`config.mk`:
```
export PLATFORM = sky130hd
export DESIGN_NAME = local_memory_wishbone_requester_flat
export DESIGN_NICKNAME = d
export VERILOG_FILES = /design/src/rtl/local_memory_wishbone_requester_if.sv /design/src/rtl/local_memory_wishbone_requester.sv /design/src/flat_wrapper.sv
export SDC_FILE = /design/constraint.sdc
export NUM_CORES = 1
export LEC_CHECK = 0
export ABC_AREA = 1
export CAP_MARGIN = 10
export CORE_ASPECT_RATIO = 0.8
export CORE_MARGIN = 1
export CORE_UTILIZATION = 43
export CTS_CLUSTER_DIAMETER = 60
export DETAILED_ROUTE_END_ITERATION = 12
export GPL_TIMING_DRIVEN = 0
export HOLD_SLACK_MARGIN = 0.08
export PLACE_DENSITY = 0.81
export RECOVER_POWER = 50
export SYNTH_ARGS = -nofsm -noshare
export SYNTH_HDL_FRONTEND = slang
export SYNTH_SLANG_ARGS = --single-unit
```
`constraint.sdc`:
```
create_clock -name clk -period 3.3 [get_ports clk]
set_input_delay 0.33 -clock clk [delete_from_list [all_inputs] [get_ports clk]]
set_output_delay 0.33 -clock clk [all_outputs]
set_load 0.005 [all_outputs]
```
`src/rtl/local_memory_wishbone_requester_if.sv`:
```
// Wishbone classic slave lines plus the enable/busy local-memory request port.
interface local_memory_wishbone_requester_if #(
  parameter int ADDRESS_SIZE = 24
);
  logic                    wb_cyc_i;
  logic                    wb_stb_i;
  logic                    wb_we_i;
  logic [3:0]              wb_sel_i;
  logic [31:0]             wb_adr_i;
  logic [31:0]             wb_data_i;
  logic                    wb_ack_o;
  logic                    wb_error_o;
  logic [31:0]             wb_data_o;
  logic [ADDRESS_SIZE-1:0] memAddress;
  logic [3:0]              memByteSelect;
  logic                    memEnable;
  logic                    memWriteEnable;
  logic [31:0]             memDataWrite;
  logic [31:0]             memDataRead;
  logic                    memBusy;

  modport slave (
    input  wb_cyc_i, wb_stb_i, wb_we_i, wb_sel_i, wb_adr_i, wb_data_i,
    output wb_ack_o, wb_error_o, wb_data_o,
    output memAddress, memByteSelect, memEnable, memWriteEnable, memDataWrite,
    input  memDataRead, memBusy
  );

  modport master (
    output wb_cyc_i, wb_stb_i, wb_we_i, wb_sel_i, wb_adr_i, wb_data_i,
    input  wb_ack_o, wb_error_o, wb_data_o,
    input  memAddress, memByteSelect, memEnable, memWriteEnable, memDataWrite,
    output memDataRead, memBusy
  );
endinterface

```
`src/rtl/local_memory_wishbone_requester.sv`:
```
// Wishbone classic slave -> local-memory requester; ack 2 cycles after strobe plus one per
// memBusy cycle; holds the request while memBusy is high, errors the bus after TIMEOUT_CYCLES.
module local_memory_wishbone_requester #(
  parameter int                       ADDRESS_SIZE   = 24,
  parameter logic [31-ADDRESS_SIZE:0] WINDOW_BASE    = '0,
  parameter int                       TIMEOUT_CYCLES = 255
) (
  input logic clk,
  input logic rst,
  local_memory_wishbone_requester_if.slave bus
);
  localparam logic [1:0] IDLE    = 2'd0;
  localparam logic [1:0] REQUEST = 2'd1;
  localparam logic [1:0] RESPOND = 2'd2;
  localparam logic [1:0] ERROR   = 2'd3;

  localparam int            CW   = (TIMEOUT_CYCLES > 0) ? $clog2(TIMEOUT_CYCLES + 1) : 1;
  localparam logic [CW-1:0] LAST = CW'((TIMEOUT_CYCLES > 0) ? TIMEOUT_CYCLES - 1 : 0);

  logic [1:0]              state;
  logic [CW-1:0]           busyCount;
  logic [ADDRESS_SIZE-1:0] addrReg;
  logic [3:0]              selReg;
  logic                    weReg;
  logic [31:0]             wdataReg;
  logic [31:0]             rdataReg;
  logic                    inWindow;

  assign inWindow = (bus.wb_adr_i[31:ADDRESS_SIZE] == WINDOW_BASE);

  always_ff @(posedge clk or posedge rst) begin
    if (rst) begin
      state     <= IDLE;
      busyCount <= '0;
      addrReg   <= '0;
      selReg    <= '0;
      weReg     <= 1'b0;
      wdataReg  <= '0;
      rdataReg  <= '0;
    end else begin
      case (state)
        IDLE: begin
          // Out-of-window strobes are left for the bus decoder to answer.
          if (bus.wb_cyc_i && bus.wb_stb_i && inWindow) begin
            addrReg   <= bus.wb_adr_i[ADDRESS_SIZE-1:0];
            selReg    <= bus.wb_sel_i;
            weReg     <= bus.wb_we_i;
            wdataReg  <= bus.wb_data_i;
            busyCount <= '0;
            state     <= REQUEST;
          end
        end
        REQUEST: begin
          // Abort beats completion: memEnable is already low when cyc drops.
          if (!bus.wb_cyc_i) begin
            state <= IDLE;
          end else if (!bus.memBusy) begin
            rdataReg <= weReg ? 32'h0 : bus.memDataRead;
            state    <= RESPOND;
          end else if ((TIMEOUT_CYCLES != 0) && (busyCount == LAST)) begin
            state <= ERROR;
          end else if (busyCount != {CW{1'b1}}) begin
            busyCount <= busyCount + CW'(1);
          end
        end
        RESPOND: state <= IDLE;
        ERROR:   state <= IDLE;
      endcase
    end
  end

  assign bus.memEnable      = (state == REQUEST) && bus.wb_cyc_i;
  assign bus.memWriteEnable = bus.memEnable && weReg;
  assign bus.memAddress     = addrReg;
  assign bus.memByteSelect  = selReg;
  assign bus.memDataWrite   = wdataReg;

  assign bus.wb_ack_o   = (state == RESPOND);
  assign bus.wb_error_o = (state == ERROR);
  assign bus.wb_data_o  = (state == RESPOND) ? rdataReg : 32'h0;
endmodule

```
`src/flat_wrapper.sv`:
```
// flat-port wrapper written by rule: the top's interface ports become plain ports
module local_memory_wishbone_requester_flat 
#(
  parameter int                       ADDRESS_SIZE   = 24,
  parameter logic [31-ADDRESS_SIZE:0] WINDOW_BASE    = '0,
  parameter int                       TIMEOUT_CYCLES = 255
)
  (clk, rst, bus_wb_cyc_i, bus_wb_stb_i, bus_wb_we_i, bus_wb_sel_i, bus_wb_adr_i, bus_wb_data_i, bus_wb_ack_o, bus_wb_error_o, bus_wb_data_o, bus_memAddress, bus_memByteSelect, bus_memEnable, bus_memWriteEnable, bus_memDataWrite, bus_memDataRead, bus_memBusy);
  local_memory_wishbone_requester_if #(.ADDRESS_SIZE(ADDRESS_SIZE)) bus_i ();
  input logic clk;
  input logic rst;
  input wire logic [$bits(bus_i.wb_cyc_i)-1:0] bus_wb_cyc_i;
  input wire logic [$bits(bus_i.wb_stb_i)-1:0] bus_wb_stb_i;
  input wire logic [$bits(bus_i.wb_we_i)-1:0] bus_wb_we_i;
  input wire logic [$bits(bus_i.wb_sel_i)-1:0] bus_wb_sel_i;
  input wire logic [$bits(bus_i.wb_adr_i)-1:0] bus_wb_adr_i;
  input wire logic [$bits(bus_i.wb_data_i)-1:0] bus_wb_data_i;
  output wire logic [$bits(bus_i.wb_ack_o)-1:0] bus_wb_ack_o;
  output wire logic [$bits(bus_i.wb_error_o)-1:0] bus_wb_error_o;
  output wire logic [$bits(bus_i.wb_data_o)-1:0] bus_wb_data_o;
  output wire logic [$bits(bus_i.memAddress)-1:0] bus_memAddress;
  output wire logic [$bits(bus_i.memByteSelect)-1:0] bus_memByteSelect;
  output wire logic [$bits(bus_i.memEnable)-1:0] bus_memEnable;
  output wire logic [$bits(bus_i.memWriteEnable)-1:0] bus_memWriteEnable;
  output wire logic [$bits(bus_i.memDataWrite)-1:0] bus_memDataWrite;
  input wire logic [$bits(bus_i.memDataRead)-1:0] bus_memDataRead;
  input wire logic [$bits(bus_i.memBusy)-1:0] bus_memBusy;
  assign bus_i.wb_cyc_i = bus_wb_cyc_i;
  assign bus_i.wb_stb_i = bus_wb_stb_i;
  assign bus_i.wb_we_i = bus_wb_we_i;
  assign bus_i.wb_sel_i = bus_wb_sel_i;
  assign bus_i.wb_adr_i = bus_wb_adr_i;
  assign bus_i.wb_data_i = bus_wb_data_i;
  assign bus_wb_ack_o = bus_i.wb_ack_o;
  assign bus_wb_error_o = bus_i.wb_error_o;
  assign bus_wb_data_o = bus_i.wb_data_o;
  assign bus_memAddress = bus_i.memAddress;
  assign bus_memByteSelect = bus_i.memByteSelect;
  assign bus_memEnable = bus_i.memEnable;
  assign bus_memWriteEnable = bus_i.memWriteEnable;
  assign bus_memDataWrite = bus_i.memDataWrite;
  assign bus_i.memDataRead = bus_memDataRead;
  assign bus_i.memBusy = bus_memBusy;
  local_memory_wishbone_requester #(.ADDRESS_SIZE(ADDRESS_SIZE), .WINDOW_BASE(WINDOW_BASE), .TIMEOUT_CYCLES(TIMEOUT_CYCLES)) u_core (.clk(clk), .rst(rst), .bus(bus_i));
endmodule
```
==> results of run 1 <==
[critical path: cells and delay by family, from the launching register on]
family	cells	cell delay (ps)
buffers and inverters	4	990
flip-flops	1	390
AND/OR/NAND/NOR	2	320
[state kept, by name (all words and copies together), names as in the netlist]
signal and count:
u_core.bus.memDataWrite 32, u_core.rdataReg 32, u_core.bus.memAddress 24, u_core.busyCount 8, u_core.bus.memByteSelect 4, u_core.state 2, u_core.weReg 1
[power by group]
part / leakage, nW / total (mW) / switching [mW] / internal (mW)
clock: 0.151 / 1.10 / 0.483 / 0.618
combinational: 1.94 / 0.628 / 0.335 / 0.293
sequential: 1.35 / 1.57 / 0.0783 / 1.49
[kinds of logic (layout without fill, tap and decap cells)]
family,Yosys count,in the layout
flip-flops,103,103
AO/OA/AOI/OAI,98,98
buffers and inverters,130,348
AND/OR/NAND/NOR,206,206
XOR/XNOR,1,1
adder cells (fa/ha/maj),2,2
[worst paths after layout]
kind,startpoint,end,slack (ps),depth (start not counted)
worst max register to register,u_core.state[1],u_core.rdataReg[17],1280,6
worst max-delay path,u_core.state[1],bus_wb_data_o[1],920,6
min in group asynchronous,rst,u_core.rdataReg[6],1030,2
worst min-delay path,u_core.bus.memAddress[1],u_core.bus.memAddress[1],480,2
worst min register to register,u_core.bus.memAddress[1],u_core.bus.memAddress[1],480,2
max in group asynchronous,rst,u_core.bus.memDataWrite[10],1030,2
[metrics by stage]
| step | power (mW) | hold slack [ps] | instances | setup TNS, ps | utilization |
|---|---|---|---|---|---|
| floorplan | 1.919 | 453.0 | 540 | 0 | - |
| global route | 3.473 | 495.5 | 898 | 0 | 0.6880 |
| finish | 3.294 | 483.3 | 898 | 0 | 0.6880 |
| detailed placement | 2.231 | 467.5 | 882 | 0 | 0.6626 |
| global placement | 2.185 | 465.1 | 881 | -119490 | 0.6597 |
| CTS | 3.336 | 484.9 | 898 | 0 | 0.6922 |
[synthesized netlist by cell type (all sizes together)]
cell type  number  share of area
inv           104          0.083
nand2         104          0.086
dfrtp         103           0.55
o21ai          93           0.12
nor2           54          0.049
nand3          45          0.050
buf            18          0.036
clkbuf          8         0.0078
ha              2         0.0053
o21bai          2         0.0032
a21oi           1         0.0011
and2            1         0.0013
nor3b           1         0.0016
o21a            1         0.0016
o31ai           1         0.0016
or2             1         0.0013
xor2            1         0.0019
[layer usage]
layer	vias to the layer above	track usage
li1	2086	-
met1	1983	0.2916
met2	140	0.4147
met3	20	0.05263
met4	0	0.08017
met5	-	0
[cell type report]
| class | count | area (um2) |
|---|---|---|
| fillers | 806 | 3247 |
| flip-flops and latches | 103 | 2577 |
| repair buffers | 202 | 2039 |
| multi-input cells | 307 | 1476 |
| inverters | 104 | 390.4 |
| clock buffers | 11 | 242.7 |
| plain buffers | 26 | 191.4 |
| well taps | 140 | 175.2 |
| clock inverters | 5 | 65.06 |
==> results_dict.tcl, run 1 <==
set metrics [dict create \
    htree_levels 3 \
    dp_hpwl_mm 9.586 \
    synth-seq-cells 103 \
    maxSlewHeadroom -0.4448 \
    cts_hold_buf 0 \
    ys_types 29 \
    portBuffers 201 \
    hold_viol 0 \
    synth_top_family_by_area "simple AND/OR/NAND/NOR gates" \
    crit_fanout 10 \
    dieHeight_um 95.28 \
    synthMuxAreaShare 0 \
    drc_errors 0 \
    stdcell_area_um2 7158 \
    dieArea_um2 11300 \
    synth_compound_area_frac 0.1239 \
    first_pass_iters 4 \
    clock_latency_ps 350 \
    wl_per_cell_um 14.14 \
    cts.clk_slew.worst_paths_ps 70 \
    max_freq_ghz 0.4203 \
    dr.max_layer_used "met4" \
    syn_area_per_cell_um2 8.661 \
    ctsResizeCount 0 \
    grt_max_degree 57 \
    setup_violations 0 \
    fin_ws_ps 920.9 \
    antenna_cells 0 \
    max_stage_delay_ps 540 \
    yosys_warnings 0 \
    gp_congestion 0.8474 \
    worst_path_max_delay_cell "clkdlybuf4s50_1" \
    syn_area_um2 4677 \
    placementRows 33 \
    yosys.area_share.simple 0.1902 \
    endpoint_kind "output pin" \
    drtIter0Drc 270 \
    cap_viol_max_count 1 \
    cp_cell_sequence "inv_1, nor2_1, inv_1, buf_2, nor2_1, clkdlybuf4s50_1" \
    crit_arrival_ps 2050 \
    cts_sinks 103 \
    cp.required_ps 2970 \
    overflow 0 \
    leakage_nw 3.438 \
    cts_root_buffer "clkbuf_16" \
    final_common_cell "clkdlybuf4s50_1" \
    grt_util_all_layers 0.2364 \
    area_delta_synth_final_pct 53.05 \
    skew_ps 4.175 \
    wl_mm 12.70 \
    antenna_found_initial 0 \
    viasPerCell 4.709 \
    wl_met2_mm 6.307 \
    fin_crit_ps 2379 \
    syn_inst 540 \
    numCtsBuffers 9 \
    vias 4229 \
    powerDensity_nw_per_um2 460.2 \
    finalMaxSlewViolations 56 \
    path_class "reg -> out" \
    synth_nets 648 \
    status "complete, but fails checks" \
    grt_pass1_wl_mm 20.76 \
    cts_setup_buffers 0 \
    placed_cell_area_um2 6894 \
    layout_common_cells "clkdlybuf4s50_1, inv_1, dfrtp_1" \
    nets 861 \
    crit_path_start_kind "flip-flop" \
    hp-class "reg -> reg" \
    dieWidth_um 118.6 \
    pre_cts_ws_ps 1248 \
    clock_path_buffers 2 \
    core_um2 10410 \
    met3_length_um 730 \
    period_share 0.7209 \
    rsz0062_at_grt "no" \
    start_util 0.4495 \
    drive_gt1_frac 0.07916 \
    synth.yosys.seq_area_share 0.5511 \
    synth-xor-area-share 0.001873 \
    worst_slew_pin_slew_ps 2165 \
    synthAdderAreaFrac 0.005350 \
    drt.antenna.violating_nets 0 \
    ios 202 \
    wl_met1_mm 5.409 \
    grt_pass1_vias 4254 \
    failed_checks "capacitance limit, slew limit" \
    cts_tree "built" \
    ir_drop_mv 0.3644 \
]
(Power assumes the default switching activity.)
==> inputs of run 2 (changes only) <==
==> constraint.sdc (replaced) <==
create_clock -name clk -period 2.45 [get_ports clk]
set_input_delay 0.245 -clock clk [delete_from_list [all_inputs] [get_ports clk]]
set_output_delay 0.245 -clock clk [all_outputs]
set_load 0.005 [all_outputs]
==> run 2 against run 1 <==
Net effect: the flow now finishes without violations; global-route usage fell by 0.65 points; via count fell by 0.40%; worst hold slack got worse by 78 ps; largest cell class unchanged; highest routed layer unchanged.
==> results_dict.tcl, run 2 (same netlist as run 1, synthesis figures left out) <==
set metrics [dict create \
    cp-startpoint "u_core.state[0]" \
    grt_pass1_vias 4237 \
    dieHeight_um 95.28 \
    cts_tree "built" \
    cts.clk_slew.worst_paths_ps 60 \
    ios 202 \
    cp.required_ps 2200 \
    path_class "reg -> out" \
    vias 4212 \
    crit_arrival_ps 1910 \
    numCtsBuffers 9 \
    crit_fanout 10 \
    dieWidth_um 118.6 \
    ctsResizeCount 0 \
    nFillCells 828 \
    overflow 0 \
    layout_common_cells "clkdlybuf4s50_1, inv_1, dfrtp_1" \
    wl_per_cell_um 13.68 \
    setup_violations 0 \
    final_common_cell "clkdlybuf4s50_1" \
    hold_slack_ps 405.6 \
    gp_congestion 0.8348 \
    drt.antenna.violating_nets 0 \
    skew_ps 8.630 \
    cts_hold_buf 0 \
    cap_viol_max_count 0 \
    hold_viol 0 \
    maxSlewHeadroom 0.5081 \
    max_freq_ghz 0.4646 \
    htree_levels 3 \
    endpoint_kind "output pin" \
    core_um2 10410 \
    period_share 0.8786 \
    r2r-end "u_core.rdataReg[21]" \
    hp-class "in -> async" \
    fin_crit_ps 2153 \
    portBuffers 201 \
    crit_path_start_kind "flip-flop" \
    dieArea_um2 11300 \
    cts_setup_buffers 0 \
    tns_ps 0 \
    grt_util_all_layers 0.2300 \
    cts_sinks 103 \
    rsz0062_at_grt "no" \
    drive_gt1_frac 0.08289 \
    ir_drop_mv 0.3257 \
    placementRows 33 \
    antenna_found_initial 0 \
    wl_mm 12.32 \
    clock_path_buffers 2 \
    powerDensity_nw_per_um2 610.4 \
    power_mw 4.359 \
    start_util 0.4495 \
    grt_pass1_wl_mm 20.39 \
    status "finished, final reports clean" \
    finalMaxSlewViolations 0 \
    grt_max_degree 33 \
    antenna_cells 0 \
    cts_root_buffer "clkbuf_16" \
    leakage_nw 3.445 \
    rr_worst_depth 6 \
    nets 863 \
    first_pass_iters 4 \
    reg2reg_slack_ps 470 \
    dp_hpwl_mm 9.409 \
    cp-endpoint "bus_wb_data_o[28]" \
    worst_slew_pin_slew_ps 737.9 \
    r2r_start "u_core.state[1]" \
    viasPerCell 4.680 \
    clock_latency_ps 340 \
    drtIter0Drc 294 \
    area_delta_synth_final_pct 52.68 \
    drc_errors 0 \
]
==> run 2: area by class of cell <==
type | count | area (um2) | share of cell area
clock buffers | 12 | 236.5 | 0.03312
clock inverters | 4 | 53.80 | 0.007535
multi-input cells | 307 | 1481 | 0.2075
inverters | 104 | 391.6 | 0.05484
plain buffers | 26 | 195.2 | 0.02733
repair buffers | 204 | 2029 | 0.2842
well taps | 140 | 175.2 | 0.02453
flip-flops and latches | 103 | 2577 | 0.3610
==> run 2: how the worst min path moves through the flow <==
stage	depth (start not counted)	end	slack, ps
global route	2	u_core.bus.memAddress[12]	440
global placement	2	u_core.bus.memAddress[3]	460
finish	2	u_core.bus.memDataWrite[0]	410
floorplan	2	u_core.bus.memAddress[0]	370
detailed placement	2	u_core.bus.memAddress[3]	470
CTS	2	u_core.bus.memAddress[12]	240
==> run 2: power breakdown <==
| group | leakage, nW | switching (mW) | total [mW] | internal [mW] |
|---|---|---|---|---|
| clock | 0.133 | 0.622 | 1.42 | 0.798 |
| sequential | 1.35 | 0.105 | 2.11 | 2.00 |
| combinational | 1.96 | 0.439 | 0.830 | 0.391 |
==> run 2: critical path, stage by stage, from the launching register on <==
cell and delay [ps]:
dfrtp_1 430, nor2_1 150, inv_1 110, buf_2 200
nor2_1 150, clkdlybuf4s50_1 520
==> run 2: metal layers <==
layer / track usage / vias up / share of wire
met5: 0 / - / 0
met4: 0.09177 / 0 / 0.023
met3: 0.05024 / 26 / 0.053
met2: 0.3942 / 150 / 0.49
met1: 0.2863 / 1949 / 0.43
li1: - / 2087 / -
==> run 2: metrics by stage <==
step                        util  setup slack (ps)  cells  area, um2
after detailed placement  0.6658             544.5    884       6928
after CTS                 0.6937             282.2    900       7218
after global placement    0.6601            -12.60    881       6868
final                     0.6863             297.4    900       7141
after global routing      0.6863             112.9    900       7141
after floorplan                -             973.4    540       4681
==> inputs of run 3 (changes only) <==
--- a/config.mk
+++ b/config.mk
@@ -7,7 +7,7 @@
 export LEC_CHECK = 0
 export ABC_AREA = 1
 export CAP_MARGIN = 10
-export CORE_ASPECT_RATIO = 0.8
+export CORE_ASPECT_RATIO = 0.5
 export CORE_MARGIN = 1
 export CORE_UTILIZATION = 43
 export CTS_CLUSTER_DIAMETER = 60
==> run 3 against run 2 <==
Net effect: clock skew decreased by 3.4 ps; count of clock-buffer cells in the layout is 2 lower; power grew 0.97%; setup slack worse by 23 ps; worst hold slack improved by 37 ps; first-iteration DRC count shrank 37%; clock power is 4% higher; maximum frequency down 1.1%; wire length is 1.7% higher; critical path type unchanged; highest routed layer unchanged.
==> results_dict.tcl, run 3 (same netlist as run 1, synthesis figures left out) <==
set metrics [dict create \
    viasPerCell 4.686 \
    skew_ps 5.268 \
    vias 4213 \
    placementRows 26 \
    crit_buf_inv 4 \
    grt_pass1_vias 3947 \
    antenna_found_initial 0 \
    wl_per_cell_um 13.93 \
    start_util 0.4507 \
    crit_fanout 10 \
    htree_levels 3 \
    dieWidth_um 149.5 \
    power_mw 4.401 \
    ir_drop_mv 0.4053 \
    grt_max_degree 41 \
    crit_path_start_kind "flip-flop" \
    leakage_nw 3.382 \
    dieHeight_um 75.75 \
    portBuffers 201 \
    ctsResizeCount 0 \
    cp.required_ps 2200 \
    cts_sinks 103 \
    crit_family "buffers and inverters" \
    max_stage_delay_ps 530 \
    period_share 0.8880 \
    numCtsBuffers 9 \
    cts_root_buffer "clkbuf_16" \
    hold_slack_ps 442.8 \
    clock_path_buffers 2 \
    rsz0062_at_grt "no" \
    max_freq_ghz 0.4596 \
    grt_util_all_layers 0.2207 \
    ios 202 \
    cts_setup_buffers 0 \
    dieArea_um2 11320 \
    powerDensity_nw_per_um2 623.0 \
    hold_viol 0 \
    clock_latency_ps 340 \
    overflow 0 \
    drt.antenna.violating_nets 0 \
    cts.clk_slew.worst_paths_ps 70 \
    nets 862 \
    crit_arrival_ps 1930 \
    drc_errors 0 \
    grt_pass1_wl_mm 19.29 \
    utilization 0.6807 \
    cp_cell_sequence "inv_1, nor2_1, inv_1, buf_2, nor2_1, clkdlybuf4s50_1" \
    area_delta_synth_final_pct 51.04 \
    gp_congestion 0.8115 \
    cts_hold_buf 0 \
    wl_mm 12.52 \
    finalMaxSlewViolations 0 \
    dp_hpwl_mm 9.433 \
    worst_slew_pin_slew_ps 1353 \
    endpoint_kind "output pin" \
    status "finished, final reports clean" \
    first_pass_iters 5 \
    drtIter0Drc 185 \
    cts_tree "built" \
    worst_path_max_delay_cell "clkdlybuf4s50_1" \
    tns_ps 0 \
    hp-class "in -> reg" \
    maxSlewHeadroom 0.09304 \
    cap_viol_max_count 0 \
    drive_gt1_frac 0.06192 \
    core_um2 10380 \
    antenna_cells 0 \
    setup_violations 0 \
    layout_common_cells "clkdlybuf4s50_1, inv_1, dfrtp_1" \
    path_class "reg -> out" \
    final_common_cell "clkdlybuf4s50_1" \
    fin_crit_ps 2176 \
]
==> run 3: cell count changes in the layout (fill, tap and decap cells not counted), moves of 2 or more <==
cell,before,now
o21ai_0,61,78
o21ai_2,21,9
buf_6,11,4
clkdlybuf4s50_1,179,186
dlygate4sd3_1,22,15
o21ai_1,11,6
clkinvlp_4,2,4
==> run 3: cell type report <==
type	instances	area (um2)
Clock buffer	10	239.0
Tap cell	140	175.2
Timing Repair Buffer	203	2039
Inverter	104	391.6
Buffer	26	146.4
Fill cell	851	3313
Multi-Input combinational cell	307	1426
Clock inverter	6	68.82
Sequential cell	103	2577
==> run 3: report_power, final <==
part	switching (mW)	total [mW]	leakage (nW)	internal [mW]
clock	0.646	1.47	0.137	0.824
combinational	0.432	0.824	1.90	0.392
sequential	0.104	2.11	1.35	2.00
total	1.18	4.40	3.38	3.22
==> run 3: through the flow <==
stage	std cells	worst slack [ps]	area [um2]
floorplan	540	973.4	4681
global placement	881	-86.16	6868
detailed placement	883	614.9	6908
CTS	899	237.9	7216
global route	899	132.6	7064
finish	899	274.4	7064
==> run 3: worst paths after layout <==
kind                                                 from                          end  slack, ps  depth (start not counted)
max in group asynchronous                             rst          u_core.busyCount[1]        450                          4
worst min register to register  u_core.bus.memAddress[19]    u_core.bus.memAddress[19]        480                          2
worst max-delay path                      u_core.state[1]             bus_wb_data_o[7]        270                          6
min in group asynchronous                             rst          u_core.rdataReg[28]        660                          2
worst max register to register            u_core.state[0]    u_core.bus.memAddress[20]        470                          5
worst min-delay path                    bus_wb_data_i[29]  u_core.bus.memDataWrite[29]        440                          3
==> run 3: routing by layer <==
layer / track usage / wire (um)
met5: 0 / 0
met4: 0.09637 / 347
met3: 0.04311 / 520
met2: 0.3817 / 6297
met1: 0.2765 / 5358
==> run 3: worst register-to-register path: stages, from the launching register on <==
cell,delay (ps)
dfrtp_1,430
nor2_2,80
nand3_1,180
clkbuf_1,510
clkbuf_1,490
o21ai_0,150
